[src/rtl/digital_pll_controller_v2.sv]
// Digital PLL frequency controller: measures DCO cycles per osc period
// and steps a thermometer-coded delay trim toward the target ratio.
module digital_pll_controller_v2 #(
  parameter int DIV_W       = 5,
  parameter int TRIM_W      = 26,
  parameter int FRAC_W      = 2,
  parameter int TVAL_W      = 7,
  parameter int TVAL_INIT   = 0,
  parameter int DEADBAND    = 0,
  parameter int COARSE_THR  = 4,
  parameter int COARSE_STEP = 4,
  parameter int LOCK_CNT    = 4
) (
  input  logic              clock,
  input  logic              resetb,
  input  logic              osc,
  input  logic              enable,
  input  logic              hold,
  input  logic [DIV_W-1:0]  div,
  output logic [TRIM_W-1:0] trim,
  output logic [TVAL_W-1:0] tval,
  output logic [DIV_W:0]    period,
  output logic              locked,
  output logic              osc_lost
);

  localparam int CW = DIV_W + 1;
  localparam int EW = DIV_W + 2;
  localparam int LW = $clog2(LOCK_CNT + 1);
  localparam int TVAL_MAX = TRIM_W << FRAC_W;

  localparam logic [CW-1:0]     CNT_MAX = '1;
  localparam logic [EW-1:0]     DB      = EW'(DEADBAND);
  localparam logic [EW-1:0]     CT      = EW'(COARSE_THR);
  localparam logic [TVAL_W:0]   STEP_C  = (TVAL_W+1)'(COARSE_STEP);
  localparam logic [TVAL_W:0]   STEP_F  = (TVAL_W+1)'(1);
  localparam logic [TVAL_W:0]   TM_W    = (TVAL_W+1)'(TVAL_MAX);
  localparam logic [TVAL_W-1:0] TM      = TVAL_W'(TVAL_MAX);
  localparam logic [TVAL_W-1:0] T_INIT  = TVAL_W'(TVAL_INIT);
  localparam logic [LW-1:0]     LK_MAX  = LW'(LOCK_CNT);

  function automatic logic [TRIM_W-1:0] therm(
    input logic [TVAL_W-1:0] v
  );
    logic [TRIM_W-1:0] t;
    logic [TVAL_W-1:0] n;
    n = v >> FRAC_W;
    for (int i = 0; i < TRIM_W; i++)
      t[i] = (i < int'(n));
    return t;
  endfunction

  logic              r_s1, r_s2, r_s3;
  logic [CW-1:0]     r_cnt;
  logic              r_vld;
  logic              r_lost;
  logic [LW-1:0]     r_lk;
  logic [TVAL_W-1:0] r_tval;
  logic [TRIM_W-1:0] r_trim;
  logic [CW-1:0]     r_period;
  logic              r_locked;

  logic              w_edge;
  logic              w_sat;
  logic              w_meas;
  logic [EW-1:0]     w_err;
  logic [EW-1:0]     w_abs;
  logic              w_inband;
  logic [TVAL_W:0]   w_step;
  logic [TVAL_W:0]   w_sum;
  logic              w_upd;
  logic [TVAL_W-1:0] w_tval;
  logic [CW-1:0]     w_cnt;
  logic              w_lost;
  logic [LW-1:0]     w_lk;

  // Edge detect, period error, trim step and next-state of the loop.
  always_comb begin
    w_edge   = r_s2 & ~r_s3;
    w_sat    = (r_cnt == CNT_MAX);
    w_meas   = w_edge & r_vld & ~w_sat;
    w_err    = $signed({1'b0, r_cnt}) - $signed({2'b00, div});
    w_abs    = w_err[EW-1] ? -w_err : w_err;
    w_inband = (w_abs <= DB);
    w_step   = (w_abs > CT) ? STEP_C : STEP_F;
    w_sum    = {1'b0, r_tval} + w_step;
    w_upd    = w_meas & enable & ~hold & ~w_inband;
    w_tval   = r_tval;
    if (w_upd) begin
      if (!w_err[EW-1])
        w_tval = (w_sum > TM_W) ? TM : w_sum[TVAL_W-1:0];
      else if ({1'b0, r_tval} < w_step)
        w_tval = '0;
      else
        w_tval = r_tval - w_step[TVAL_W-1:0];
    end
    if (w_edge)
      w_cnt = CW'(1);
    else if (w_sat)
      w_cnt = CNT_MAX;
    else
      w_cnt = r_cnt + CW'(1);
    w_lost = r_lost;
    if (w_meas)
      w_lost = 1'b0;
    else if (w_cnt == CNT_MAX)
      w_lost = 1'b1;
    w_lk = r_lk;
    if (w_meas) begin
      if (w_inband & enable)
        w_lk = (r_lk == LK_MAX) ? r_lk : r_lk + LW'(1);
      else
        w_lk = '0;
    end else if (r_lost) begin
      w_lk = '0;
    end
  end

  // Loop state registers; first edge after reset only arms measuring.
  always_ff @(posedge clock or negedge resetb) begin
    if (!resetb) begin
      r_s1     <= 1'b0;
      r_s2     <= 1'b0;
      r_s3     <= 1'b0;
      r_cnt    <= '0;
      r_vld    <= 1'b0;
      r_lost   <= 1'b0;
      r_lk     <= '0;
      r_tval   <= T_INIT;
      r_trim   <= therm(T_INIT);
      r_period <= '0;
      r_locked <= 1'b0;
    end else begin
      r_s1     <= osc;
      r_s2     <= r_s1;
      r_s3     <= r_s2;
      r_cnt    <= w_cnt;
      r_vld    <= r_vld | w_edge;
      r_lost   <= w_lost;
      r_lk     <= w_lk;
      r_tval   <= w_tval;
      r_trim   <= therm(r_tval);
      if (w_meas)
        r_period <= r_cnt;
      r_locked <= (r_lk == LK_MAX) & enable & ~r_lost;
    end
  end

  assign trim     = r_trim;
  assign tval     = r_tval;
  assign period   = r_period;
  assign locked   = r_locked;
  assign osc_lost = r_lost;

endmodule

[config.mk]
export PLATFORM = sky130hd
export DESIGN_NAME = digital_pll_controller_v2
export DESIGN_NICKNAME = d
export VERILOG_FILES = /design/src/rtl/digital_pll_controller_v2.sv
export SDC_FILE = /design/constraint.sdc
export NUM_CORES = 1
export LEC_CHECK = 0
export BUFFER_PORTS_ARGS = -buffer_cell sky130_fd_sc_hd__buf_2
export CAP_MARGIN = 0
export CORE_ASPECT_RATIO = 0.6
export CORE_UTILIZATION = 49
export DETAILED_ROUTE_END_ITERATION = 10
export GPL_ROUTABILITY_DRIVEN = 0
export HOLD_SLACK_MARGIN = 0.08
export MAX_ROUTING_LAYER = met4
export PLACE_DENSITY = 0.74
export SYNTH_ARGS = -nofsm -noshare
export SYNTH_HDL_FRONTEND = slang
export SYNTH_SLANG_ARGS = --single-unit
[constraint.sdc]
create_clock -name clock -period 4.21 [get_ports clock]
set_input_delay 0.6315 -clock clock [delete_from_list [all_inputs] [get_ports clock]]
set_output_delay 0.6315 -clock clock [all_outputs]
set_load 0.01 [all_outputs]
## After elaboration in Yosys (flattened, before gate mapping)

Cells that the tools add are included.

| word-level totals | value |
|---|---|
| word-level logic and storage cells | 82 |
| bits of input ports | 10 |
| register bits after elaboration | 54 |

| operators by class | value |
|---|---|
| $lt $le $gt $ge | 30 |
| reductions and logical operators | 3 |
| equal/unequal tests | 4 |
| add/subtract/negate cells | 6 |
| muxes and demuxes | 13 |
| bitwise gates (word level) | 15 |

Operators with widths:

| cell | number |
|---|---|
| < comparator 5 bit (first input constant) | 10 |
| < comparator 4 x 5 -> 1 bit (first input constant) | 8 |
| 2-to-1 mux 7 bit | 4 |
| < comparator 3 x 5 -> 1 bit (first input constant) | 4 |
| 2-to-1 mux 3 bit | 5 |
| == test 6 bit (second input constant) | 2 |
| 2-to-1 mux 6 bit | 2 |
| < comparator 1 x 5 -> 1 bit (first input constant) | 2 |
| < comparator 2 x 5 -> 1 bit (first input constant) | 2 |
| bitwise AND 1 bit | 9 |
| adder 7 x 3 -> 8 bit | 1 |
| greater-than comparator 8 x 7 -> 1 bit (second input constant) | 1 |
| greater-than comparator 7 x 3 -> 1 bit (second input constant) | 1 |
| less-or-equal comparator 7 x 1 -> 1 bit (second input constant) | 1 |
| < comparator 7 x 3 -> 1 bit | 1 |
| negation 7 bit | 1 |
| subtractor 6 x 5 -> 7 bit | 1 |
| subtractor 7 x 3 -> 7 bit | 1 |
| adder 6 x 1 -> 6 bit (second input constant) | 1 |
| NOT 1 bit | 5 |
| nonzero test 2 bit | 2 |
| adder 3 x 1 -> 3 bit (second input constant) | 1 |
| == test 3 bit (second input constant) | 1 |
| != test 3 bit (second input constant) | 1 |
| 3 further kinds | 4 |

## Depth between registers and ports, before layout

| logic depth | value |
|---|---|
| depth in word-level cells | 9 |
| mapped depth | 21 |
| gate-level depth less buffers | 20 |

## Worst setup path before layout

Ideal clock, no wire load.

| path | value |
|---|---|
| kind | input -> register |
| start | input port div[0] |
| end | register r_tval[3] (netlist: tval[3]) |
| setup time | 0.080 ns |
| cell stages on the path | 20 |
| arrival | 4.502 ns |
| setup slack | -0.372 ns |
| path buffers | 1 |
| path through | ha_1 > inv_1 > fa_1 > xor2_1 > or3b_1 > buf_2 > or4_4 > mux2i_4 > a2111oi_4 > nor2_1 > and2_1 > ha_1 > ha_1 > xor2_1 > a311oi_1 > o21ai_0 > a32oi_1 > nor2_1 > a32oi_1 > a2bb2oi_1 |

| between the ends | value |
|---|---|
| longest elaborated chain between the ends | 9 |

RTL lines:

| element | line | RTL |
|---|---|---|
| start: declaration | 19 | `input logic [DIV_W-1:0] div,` |
| subtractor 6 x 5 -> 7 bit * | 82 | `w_err = $signed({1'b0, r_cnt}) - $signed({2'b00, div});` |
| negation 7 bit | 83 | `w_abs = w_err[EW-1] ? -w_err : w_err;` |
| 2-to-1 mux 7 bit | 83 |  |
| greater-than comparator 7 x 3 -> 1 bit | 85 | `w_step = (w_abs > CT) ? STEP_C : STEP_F;` |
| 2-to-1 mux 3 bit | 85 |  |
| adder 7 x 3 -> 8 bit | 86 | `w_sum = {1'b0, r_tval} + w_step;` |
| greater-than comparator 8 x 7 -> 1 bit | 91 | `w_tval = (w_sum > TM_W) ? TM : w_sum[TVAL_W-1:0];` |
| 2-to-1 mux 7 bit | 91 |  |
| 2-to-1 mux 7 bit | 90 | `if (!w_err[EW-1])` |
| end signal: assignment | 141 | `r_tval <= w_tval;` |
| end: declaration | 58 | `logic [TVAL_W-1:0] r_tval;` |

Every way passes the cells marked *; elsewhere a longest branch is shown, timed or not.
A chain may end at the register's enable or synchronous reset.

## Final worst setup path

| path | value |
|---|---|
| start | register r_cnt[0] |
| end | register r_tval[3] (netlist: tval[3]) |

| between the ends | value |
|---|---|
| longest elaborated chain between the ends | 9 |

RTL lines:

| element | line | RTL |
|---|---|---|
| start: declaration | 54 | `logic [CW-1:0] r_cnt;` |
| start signal: assignment | 137 | `r_cnt <= w_cnt;` |
| subtractor 6 x 5 -> 7 bit | 82 |  |
| negation 7 bit | 83 |  |
| 2-to-1 mux 7 bit | 83 |  |
| greater-than comparator 7 x 3 -> 1 bit | 85 |  |
| 2-to-1 mux 3 bit | 85 |  |
| adder 7 x 3 -> 8 bit | 86 |  |
| greater-than comparator 8 x 7 -> 1 bit | 91 |  |
| 2-to-1 mux 7 bit | 91 |  |
| 2-to-1 mux 7 bit | 90 |  |

Several ways; a longest one is shown, not always the timed one.

==> flow_metrics.tcl <==
set metrics [dict create \
    ys_ff_latch 54 \
    io_buffers 50 \
    skew_ns 0.00612 \
    slowest_stage "or4_4" \
    ys_seq_area_frac 0.461 \
    start_util 0.516 \
    synthTopCellsByArea "dfrtp_1 46%, ha_1 6.0%, nand2_1 3.5%, nor2_1 3.5%, a21oi_1 3.1%" \
    design_area_sq_um 3710 \
    layout_common_cells "54 x dfrtp_1, 50 x buf_2, 29 x buf_4" \
    antenna_left 0 \
    drc 0 \
    io_pins 51 \
    timing.fmax_mhz 231 \
    ys_warn_count 0 \
    cts_buffer_depth 2 \
    areaGrowthSynthToFinish_pct 26.7 \
    leakagePower_nw 1.80 \
    final_cell_count_no_fill 456 \
    grt_pass1_wl_mm 11.8 \
    final_common_cell "dfrtp_1" \
    antenna_cells 0 \
    use_met3 0.0783 \
    post-route-min-period_ns 4.34 \
    synth_edf_count 0 \
    cts_tree "done" \
    critPathMaxStageDelay_ns 0.50 \
    die_h_um 61.9 \
    crit_path_end_kind "flip-flop" \
    ys.flop_type "dfrtp_1" \
    rsz0062_at_grt "yes" \
    place_hpwl_mm 5.16 \
    pre_cts_ws_ns -0.341 \
    critPathMaxFanout 5 \
    ys_types 60 \
    seqPwrFrac 0.265 \
    switching_share 0.446 \
    status "complete, but fails checks" \
    maxSlewViolCount 0 \
    antenna_found_initial 0 \
    p_sw_mw 1.35 \
    cts_hold_buf 0 \
    grt_most_used_layer "met1" \
    wl_per_cell_um 16.4 \
    cts_buffers 5 \
    irDropWorstVdd_v 0.000306 \
    first_pass_iters 5 \
    post_drt_via_cell_ratio 5.66 \
    grt-ovfl-total 0 \
    htreeDepth 2 \
    nets 400 \
    synth.top_cell.area_share 0.461 \
    rows 21 \
    combPwrFrac 0.638 \
    hold_class "flip-flop to flip-flop" \
    syn_inst 300 \
    worstSetupPathType "flip-flop to flip-flop" \
    die_area_sq_um 6300 \
    worstMarginPinSlew_ns 0.886 \
    vias 2579 \
    cp.required_ns 4.46 \
    die_x_um 102 \
    wl_mm 7.46 \
    final.period_utilization 1.03 \
    dpl_cell_area_sq_um 3500 \
    finalHoldViolations 0 \
    coreArea_sq_um 5680 \
    synthArstFlopShare 1.00 \
    initialDrtViolationCount 195 \
    cap_viol_max_count 0 \
    finalSetupViolations 4 \
    cts_sinks 54 \
    syn_avg_cell_area_sq_um 9.76 \
    placed_cells 445 \
    globalRouteMet1Util 0.379 \
    layout-drive-gt1-share 0.351 \
    insertion_delay_ns 0.32 \
    synthesis.nets 325 \
    slew_headroom 0.405 \
    critPathLaunchType "flip-flop" \
    crit_arrival_ns 4.58 \
    hold_slack_ns 0.359 \
    path_common_cell "inv_2" \
    cts_root_buf "clkbuf_8" \
    track_usage 0.263 \
    syn_area_sq_um 2930 \
    grt_pass1_vias 2333 \
    met2_usage 0.361 \
    synth_top_area_cell "dfrtp_1" \
    post-route-worst-setup-slack_ns -0.126 \
    crit_path_cell_trace "inv_2, ha_4, inv_2, fa_2, xor2_2, or3b_4, or4_4, mux2i_4, a2111oi_4, nor2_2, and2_4, ha_4, buf_4, buf_4, inv_2, a21oi_2, o21ai_1, a32oi_2, nor2_1, a32oi_2, a2bb2oi_2" \
    fin_total_pwr_mw 3.04 \
    cts.reportedPaths.clkPinSlew_ns 0.10 \
    clkPwrFrac 0.097 \
    grt_max_degree 55 \
    power.internal_mw 1.68 \
    violations "setup timing" \
    pwr_density_cell_nw_per_um2 818 \
]
## timing repair
item	in CTS	in global routing
pin swaps	3	7
gates resized for setup	4	25
setup buffers	1	2
endpoints found under the setup margin	6	7
## metrics by stage
stage,TNS [ns],utilization
3_3_place_gp,-1.00,0.617
4_1_cts,-0.188,0.635
3_5_place_dp,-1.88,0.617
5_1_grt,-1.50,0.654
6_report,-0.302,0.654
2_1_floorplan,-0.313,-
## logic make-up (layout without fill, tap and decap cells)
family	Yosys count	after routing	synth area share
XOR/XNOR	7	7	0.0235
flip-flops	54	54	0.461
adder cells (fa/ha/maj)	15	15	0.0666
AND/OR/NAND/NOR	101	101	0.174
buffers and inverters	34	110	0.0440
AO/OA/AOI/OAI	80	80	0.194
multiplexers	9	9	0.0367
## state kept, by name (all words and copies together) (netlist names), 3 cells and up
signal and count:
period 6, r_lk 3, trim 26, tval 7, r_cnt 6
## per-layer routing
metal	up-vias	routed length (um)
met4	0	72
met3	5	638
li1	1207	-
met5	-	0
met1	1250	3690
met2	117	3060
## synthesized netlist by cell type, drive strengths merged (3+ instances only)
master,instances
o22a,3
nand2b,8
a211oi,3
mux2i,5
a21boi,4
xor2,4
xnor2,3
ha,14
nor2b,3
dfrtp,54
a21o,5
mux2,4
o2bb2ai,4
or2,5
or3,3
nand2,27
clkbuf,10
o21ai,17
a31oi,3
nand3,6
o21bai,3
o221ai,3
inv,23
nor2,27
nor3,6
a21oi,18
## power by group through the flow
stage,Combinational [mW],Sequential (mW),Clock [mW]
2_1_floorplan,1.00,0.812,0
3_3_place_gp,1.64,0.807,0
3_5_place_dp,1.67,0.807,0
4_1_cts,1.70,0.798,0.301
5_1_grt,2.11,0.828,0.321
6_report,1.94,0.805,0.296
## worst max-delay path: cells and delay by family (launching register included)
kind	cells	cell delay [ns]
compound gates	6	1.14
mux	1	0.18
flops	1	0.41
buf+inv	5	0.40
simple gates	5	1.31
xor+xnor	1	0.17
fa+ha+maj	3	0.64
## final timing paths
check                              start  cells past startpoint       to  slack, ns
worst max-delay path            r_cnt[0]                     21  tval[3]      -0.13
worst min-delay path                r_s1                      0     r_s2       0.36
worst max register to register  r_cnt[0]                     21  tval[3]      -0.13
worst min register to register      r_s1                      0     r_s2       0.36
max in group asynchronous         resetb                      2  tval[1]       3.32
min in group asynchronous         resetb                      2  r_lk[2]       0.42
## layout make-up
| class | instances | area [sq um] |
|---|---|---|
| Fill cell | 475 | 1960 |
| Multi-Input combinational cell | 212 | 1620 |
| Sequential cell | 54 | 1350 |
| Timing Repair Buffer | 79 | 468 |
| Tap cell | 80 | 100 |
| Inverter | 23 | 86.3 |
| Clock buffer | 6 | 72.6 |
| Clock inverter | 2 | 13.8 |
Note: power is estimated with default switching activity, not from simulation.
